<file path="src/rtl/qpp_read_addr_gen_if.sv">
// Valid/ready read-address stream of the QPP interleaver read-side address generator.
interface qpp_read_addr_gen_if #(
    parameter int ADDR_W = 13
);
    logic              start;
    logic              block_size;
    logic              rd_ready;
    logic [ADDR_W-1:0] rd_addr;
    logic              rd_valid;
    logic              rd_last;
    logic [ADDR_W-1:0] rd_index;
    logic              busy;
    logic              done;

    modport master (
        output start, block_size, rd_ready,
        input  rd_addr, rd_valid, rd_last, rd_index, busy, done
    );

    modport slave (
        input  start, block_size, rd_ready,
        output rd_addr, rd_valid, rd_last, rd_index, busy, done
    );
endinterface

</file>
<file path="src/rtl/qpp_read_addr_gen.sv">
// QPP interleaver read address generator: pi(i)=(F1*i+F2*i^2) mod K computed
// recursively with modular adds, streamed out on a valid/ready port.
module qpp_read_addr_gen #(
    parameter int ADDR_W   = 13,
    parameter int K_SMALL  = 1056,
    parameter int F1_SMALL = 17,
    parameter int F2_SMALL = 66,
    parameter int K_LARGE  = 6144,
    parameter int F1_LARGE = 263,
    parameter int F2_LARGE = 480
) (
    input  logic                 clk,
    input  logic                 reset,
    qpp_read_addr_gen_if.slave   bus
);
    // Per-block constants: first increment g0=(F1+F2) mod K and the g step 2*F2 mod K.
    localparam logic [ADDR_W-1:0] K_S  = ADDR_W'(K_SMALL);
    localparam logic [ADDR_W-1:0] G0_S = ADDR_W'((F1_SMALL + F2_SMALL) % K_SMALL);
    localparam logic [ADDR_W-1:0] D_S  = ADDR_W'((2 * F2_SMALL) % K_SMALL);
    localparam logic [ADDR_W-1:0] K_L  = ADDR_W'(K_LARGE);
    localparam logic [ADDR_W-1:0] G0_L = ADDR_W'((F1_LARGE + F2_LARGE) % K_LARGE);
    localparam logic [ADDR_W-1:0] D_L  = ADDR_W'((2 * F2_LARGE) % K_LARGE);

    typedef enum logic [1:0] {IDLE, RUN, DONE} state_t;

    state_t            state;
    logic [ADDR_W-1:0] k_r, d_r, g_r, pi_r, i_r;
    logic              valid_r, last_r, busy_r, done_r;

    // Both operands are < k, so one conditional subtract keeps the result < k.
    function automatic logic [ADDR_W-1:0] mod_add(input logic [ADDR_W-1:0] a,
                                                  input logic [ADDR_W-1:0] b,
                                                  input logic [ADDR_W-1:0] k);
        logic [ADDR_W:0] s;
        s = {1'b0, a} + {1'b0, b};
        if (s >= {1'b0, k})
            s = s - {1'b0, k};
        return s[ADDR_W-1:0];
    endfunction

    logic              hs;
    logic [ADDR_W-1:0] i_nxt, k_m1;

    assign hs    = valid_r & bus.rd_ready;
    assign i_nxt = i_r + ADDR_W'(1);
    assign k_m1  = k_r - ADDR_W'(1);

    always_ff @(posedge clk) begin
        if (reset) begin
            state   <= IDLE;
            k_r     <= '0;
            d_r     <= '0;
            g_r     <= '0;
            pi_r    <= '0;
            i_r     <= '0;
            valid_r <= 1'b0;
            last_r  <= 1'b0;
            busy_r  <= 1'b0;
            done_r  <= 1'b0;
        end else begin
            case (state)
                IDLE: begin
                    done_r <= 1'b0;
                    if (bus.start) begin
                        k_r     <= bus.block_size ? K_L  : K_S;
                        d_r     <= bus.block_size ? D_L  : D_S;
                        g_r     <= bus.block_size ? G0_L : G0_S;
                        pi_r    <= '0;
                        i_r     <= '0;
                        valid_r <= 1'b1;
                        last_r  <= 1'b0;
                        busy_r  <= 1'b1;
                        state   <= RUN;
                    end
                end
                RUN: begin
                    if (hs) begin
                        if (last_r) begin
                            // Final address taken: pi/i stay put, pulse done next cycle.
                            valid_r <= 1'b0;
                            last_r  <= 1'b0;
                            done_r  <= 1'b1;
                            state   <= DONE;
                        end else begin
                            pi_r   <= mod_add(pi_r, g_r, k_r);
                            g_r    <= mod_add(g_r, d_r, k_r);
                            i_r    <= i_nxt;
                            last_r <= (i_nxt == k_m1);
                        end
                    end
                end
                DONE: begin
                    done_r <= 1'b0;
                    busy_r <= 1'b0;
                    state  <= IDLE;
                end
                default: state <= IDLE;
            endcase
        end
    end

    assign bus.rd_addr  = pi_r;
    assign bus.rd_index = i_r;
    assign bus.rd_valid = valid_r;
    assign bus.rd_last  = last_r;
    assign bus.busy     = busy_r;
    assign bus.done     = done_r;
endmodule

</file>
<file path="src/flat_wrapper.sv">
// flat-port wrapper written by rule: the top's interface ports become plain ports
module qpp_read_addr_gen_flat 
#(
    parameter int ADDR_W   = 13,
    parameter int K_SMALL  = 1056,
    parameter int F1_SMALL = 17,
    parameter int F2_SMALL = 66,
    parameter int K_LARGE  = 6144,
    parameter int F1_LARGE = 263,
    parameter int F2_LARGE = 480
)
  (clk, reset, bus_start, bus_block_size, bus_rd_ready, bus_rd_addr, bus_rd_valid, bus_rd_last, bus_rd_index, bus_busy, bus_done);
  qpp_read_addr_gen_if #(.ADDR_W(ADDR_W)) bus_i ();
  input  logic clk;
  input  logic reset;
  input wire logic [$bits(bus_i.start)-1:0] bus_start;
  input wire logic [$bits(bus_i.block_size)-1:0] bus_block_size;
  input wire logic [$bits(bus_i.rd_ready)-1:0] bus_rd_ready;
  output wire logic [$bits(bus_i.rd_addr)-1:0] bus_rd_addr;
  output wire logic [$bits(bus_i.rd_valid)-1:0] bus_rd_valid;
  output wire logic [$bits(bus_i.rd_last)-1:0] bus_rd_last;
  output wire logic [$bits(bus_i.rd_index)-1:0] bus_rd_index;
  output wire logic [$bits(bus_i.busy)-1:0] bus_busy;
  output wire logic [$bits(bus_i.done)-1:0] bus_done;
  assign bus_i.start = bus_start;
  assign bus_i.block_size = bus_block_size;
  assign bus_i.rd_ready = bus_rd_ready;
  assign bus_rd_addr = bus_i.rd_addr;
  assign bus_rd_valid = bus_i.rd_valid;
  assign bus_rd_last = bus_i.rd_last;
  assign bus_rd_index = bus_i.rd_index;
  assign bus_busy = bus_i.busy;
  assign bus_done = bus_i.done;
  qpp_read_addr_gen #(.ADDR_W(ADDR_W), .K_SMALL(K_SMALL), .F1_SMALL(F1_SMALL), .F2_SMALL(F2_SMALL), .K_LARGE(K_LARGE), .F1_LARGE(F1_LARGE), .F2_LARGE(F2_LARGE)) u_core (.clk(clk), .reset(reset), .bus(bus_i));
endmodule
</file>
<file path="config.mk">
export PLATFORM = sky130hd
export DESIGN_NAME = qpp_read_addr_gen_flat
export DESIGN_NICKNAME = d
export VERILOG_FILES = /design/src/rtl/qpp_read_addr_gen_if.sv /design/src/rtl/qpp_read_addr_gen.sv /design/src/flat_wrapper.sv
export SDC_FILE = /design/constraint.sdc
export NUM_CORES = 1
export LEC_CHECK = 0
export CELL_PAD_IN_SITES_DETAIL_PLACEMENT = 0
export CELL_PAD_IN_SITES_GLOBAL_PLACEMENT = 2
export CORE_MARGIN = 2
export CORE_UTILIZATION = 34
export DETAILED_ROUTE_END_ITERATION = 7
export GPL_ROUTABILITY_DRIVEN = 1
export GPL_TIMING_DRIVEN = 0
export PLACE_DENSITY = 0.77
export SLEW_MARGIN = 20
export SYNTH_ARGS = -nofsm -noshare
export SYNTH_HDL_FRONTEND = slang
export SYNTH_SLANG_ARGS = --single-unit
</file>
<file path="constraint.sdc">
create_clock -name clk -period 5.9 [get_ports clk]
set_clock_uncertainty 0.05 [all_clocks]
set_input_delay 1.475 -clock clk [delete_from_list [all_inputs] [get_ports clk]]
set_output_delay 1.475 -clock clk [all_outputs]
set_load 0.005 [all_outputs]
</file>
==> results.yml <==
worst_setup_path:
  critPathRequiredTime_ps: 6060
  cp_num_buf_inv: 1
  crit_chain: "ha_1, fa_1, a211oi_2, nor3_1, o31ai_1, a21oi_1, mux2i_1, or2_2, ha_1, nand3_1, nor2_1, nand3_1, nor4bb_1, a31oi_2, o221ai_4, buf_6, nor3_1, a221o_1"
  path_delay_family: "compound AO/OA/AOI/OAI gates"
  cp-start-kind: "register"
  cp.arrival_ps: 5400
  critPathKind: "reg2reg"
  cp_max_fo: 10
  cp-end-kind: "register"
  max_stage_delay_ps: 610
  cpMaxStageDelayCell: "o31ai_1"
grt:
  grt_max_degree: 15
  antenna_found_initial: 0
  overflow: 0
  grt_pass1_vias: 3271
  grt_usage_pct: 19.0
  grt_pass1_wl_um: 17200
route:
  antenna_left: 0
  drc: 0
  routedWlPerCell_um: 16.3
  vias: 3493
  routed_via_density: 5.37
  drt_wl_total_um: 10600
  drt-pass1-iter-count: 4
  drtIter0Drc: 154
pwr:
  leakage_nw: 1.67
  powerDensity_nw_per_um2: 189
  vdd_drop_max_v: 0.0000870
run:
  drv_cap: 0
run_status:
  status: "finished, final reports clean"
yosys:
  synth_nets: 511
  syn_inst: 473
  yosysWarnings: 0
  async_flop_share_pct: 0
  syn-cell-area_sq_um: 3640
  ys_seq_area_share_pct: 25.8
  synth_edf_count: 0
  ys_ff_latch: 47
  synth_cell_types: 65
  synthFlopType: "dfxtp_1"
  synth.avg_cell_area_sq_um: 7.70
timing:
  min_period_ps: 5250
  fmax_ghz: 0.191
  grt_setup_unrepaired: "false"
  setup_viol: 0
  setup_tns_ps: 0
  slew_viol_final: 0
  finalHoldViolCount: 0
  post-route-period-util_pct: 88.9
  tightest_slew_ps: 921
  slew_headroom_pct: 38.1
placement:
  port_buffers: 33
  routabilityCongestion: 0.789
  dp_hpwl_um: 8110
  dpl.cell_count: 642
final_layout:
  final_common_cell: "nor2_1"
  most-common-layout-cells: "nor2_1 (68), nand2_1 (48), dfxtp_1 (47)"
  drive_gt1_share_pct: 5.64
  instances_no_fill: 650
  area_delta_synth_final_pct: 16.6
  n_antenna_cell: 0
  nets: 551
clocking:
  cts_buffers: 5
  postCtsSetupBuffers: 0
  cts.reportedPaths.clkPinSlew_ps: 100
  tritoncts: "done"
  cts_num_sinks: 47
  ctsLongestPathBuffers: 2
  clk_latency_ps: 320
  htree_levels: 2
  root_buffer: "clkbuf_8"
  postCtsHoldBufs: 0
  post_cts_resized: 0
die:
  start_util_pct: 35.1
  ios: 35
  die_x_um: 108
  num_rows: 37
  design.die.area_sq_um: 11600
  core_sq_um: 10400
  die_h_um: 108
worst_hold_path:
  hold_class: "reg2reg"
## logic make-up (layout without fill, tap and decap cells)
group | count (synthesis) | after routing | share of synthesized area, %
and+or+nand+nor | 194 | 194 | 25.7
AOI/OAI and AO/OA | 124 | 124 | 23.3
DFF | 47 | 47 | 25.8
buffers and inverters | 37 | 78 | 4.19
adders and majority gates | 33 | 33 | 11.5
xor gates and xnor gates | 30 | 30 | 7.21
muxes | 8 | 8 | 2.27
## layout make-up
class                           instances  area (sq um)
Fill cell                            1120          6120
Multi-Input combinational cell        389          2550
Sequential cell                        47           941
Timing Repair Buffer                   33           330
Tap cell                              136           170
Buffer                                 23           100
Clock buffer                            7          96.3
Inverter                               14          52.6
Clock inverter                          1          7.51
## flip-flops by register name (all words and copies together) (netlist names)
signal / count
u_core.bus.done: 1
u_core.bus.rd_addr: 13
u_core.bus.rd_index: 13
u_core.d_r: 1
u_core.bus.rd_valid: 1
u_core.k_r: 2
u_core.bus.rd_last: 1
u_core.g_r: 12
u_core.state: 2
u_core.bus.busy: 1
## routing by layer
metal  vias to the layer above  GRT usage (%)  share of wire [%]
li1                       1806              -                  -
met1                      1627           25.6                 50
met2                        45           31.2                 46
met3                        15           2.66                1.8
met4                         0           6.41                2.3
met5                         -              0                  0
## report_power, final
group          switching (W)  internal, W  total, W
clock               0.000130     0.000107  0.000237
sequential         0.0000139     0.000327  0.000341
combinational       0.000137    0.0000859  0.000223
total               0.000281     0.000520  0.000802
## cell usage after synthesis, types with 2 or more instances
library cell / number / area, sq um
a31oi_1: 8 / 50.1
dfxtp_1: 47 / 941
a311oi_1: 2 / 17.5
o21bai_1: 3 / 22.5
nor4b_1: 3 / 26.3
a2bb2oi_1: 2 / 17.5
o21a_1: 2 / 15.0
nor2_1: 68 / 255
nor3b_1: 6 / 45.0
o311ai_0: 2 / 17.5
o2111ai_1: 2 / 17.5
a211oi_2: 2 / 25.0
nor4_1: 2 / 12.5
or3_1: 6 / 37.5
o211ai_1: 6 / 45.0
a21o_1: 4 / 30.0
a221o_1: 2 / 20.0
o21ai_1: 5 / 25.0
nand2_1: 48 / 180
xor2_1: 14 / 123
o21ai_0: 22 / 110
a211oi_1: 2 / 15.0
clkbuf_1: 17 / 63.8
a22oi_1: 9 / 67.6
ha_1: 32 / 400
nand3_1: 18 / 90.1
xnor2_1: 16 / 140
a21boi_0: 2 / 15.0
inv_1: 14 / 52.6
mux2i_1: 6 / 60.1
nand4_1: 9 / 56.3
a21oi_1: 36 / 180
buf_2: 5 / 25.0
or2_2: 3 / 18.8
nand2b_1: 3 / 18.8
nor3_1: 10 / 50.1
o31ai_1: 2 / 15.0
and3_1: 5 / 31.3
nor2b_1: 2 / 12.5
## through the flow
| step | power (W) | hold slack [ps] | util (%) | area (sq um) | setup slack [ps] |
|---|---|---|---|---|---|
| detailed placement | 0.000569 | 416 | 39.9 | 4140 | 708 |
| floorplan | 0.000508 | 395 | - | 3640 | 1620 |
| global placement | 0.000570 | 410 | 39.9 | 4140 | 724 |
| finish | 0.000802 | 427 | 41.0 | 4250 | 654 |
| CTS | 0.000810 | 431 | 41.0 | 4250 | 665 |
| global route | 0.000853 | 455 | 41.0 | 4250 | 258 |
## tightest hold or removal path, delay by kind of cell (launching register included)
kind               cells  cell delay, ps
and+or+nand+nor        1              50
DFF                    1             340
AOI/OAI and AO/OA      1              50
## worst paths after layout
path                           from                     end  depth (start not counted)  slack (ps)
min          u_core.bus.rd_addr[10]  u_core.bus.rd_addr[10]                          2         430
min reg2reg  u_core.bus.rd_addr[10]  u_core.bus.rd_addr[10]                          2         430
max                   u_core.g_r[0]   u_core.bus.rd_addr[5]                         18         650
max reg2reg           u_core.g_r[0]   u_core.bus.rd_addr[5]                         18         650
No activity file was read; power rests on OpenSTA's default activity.
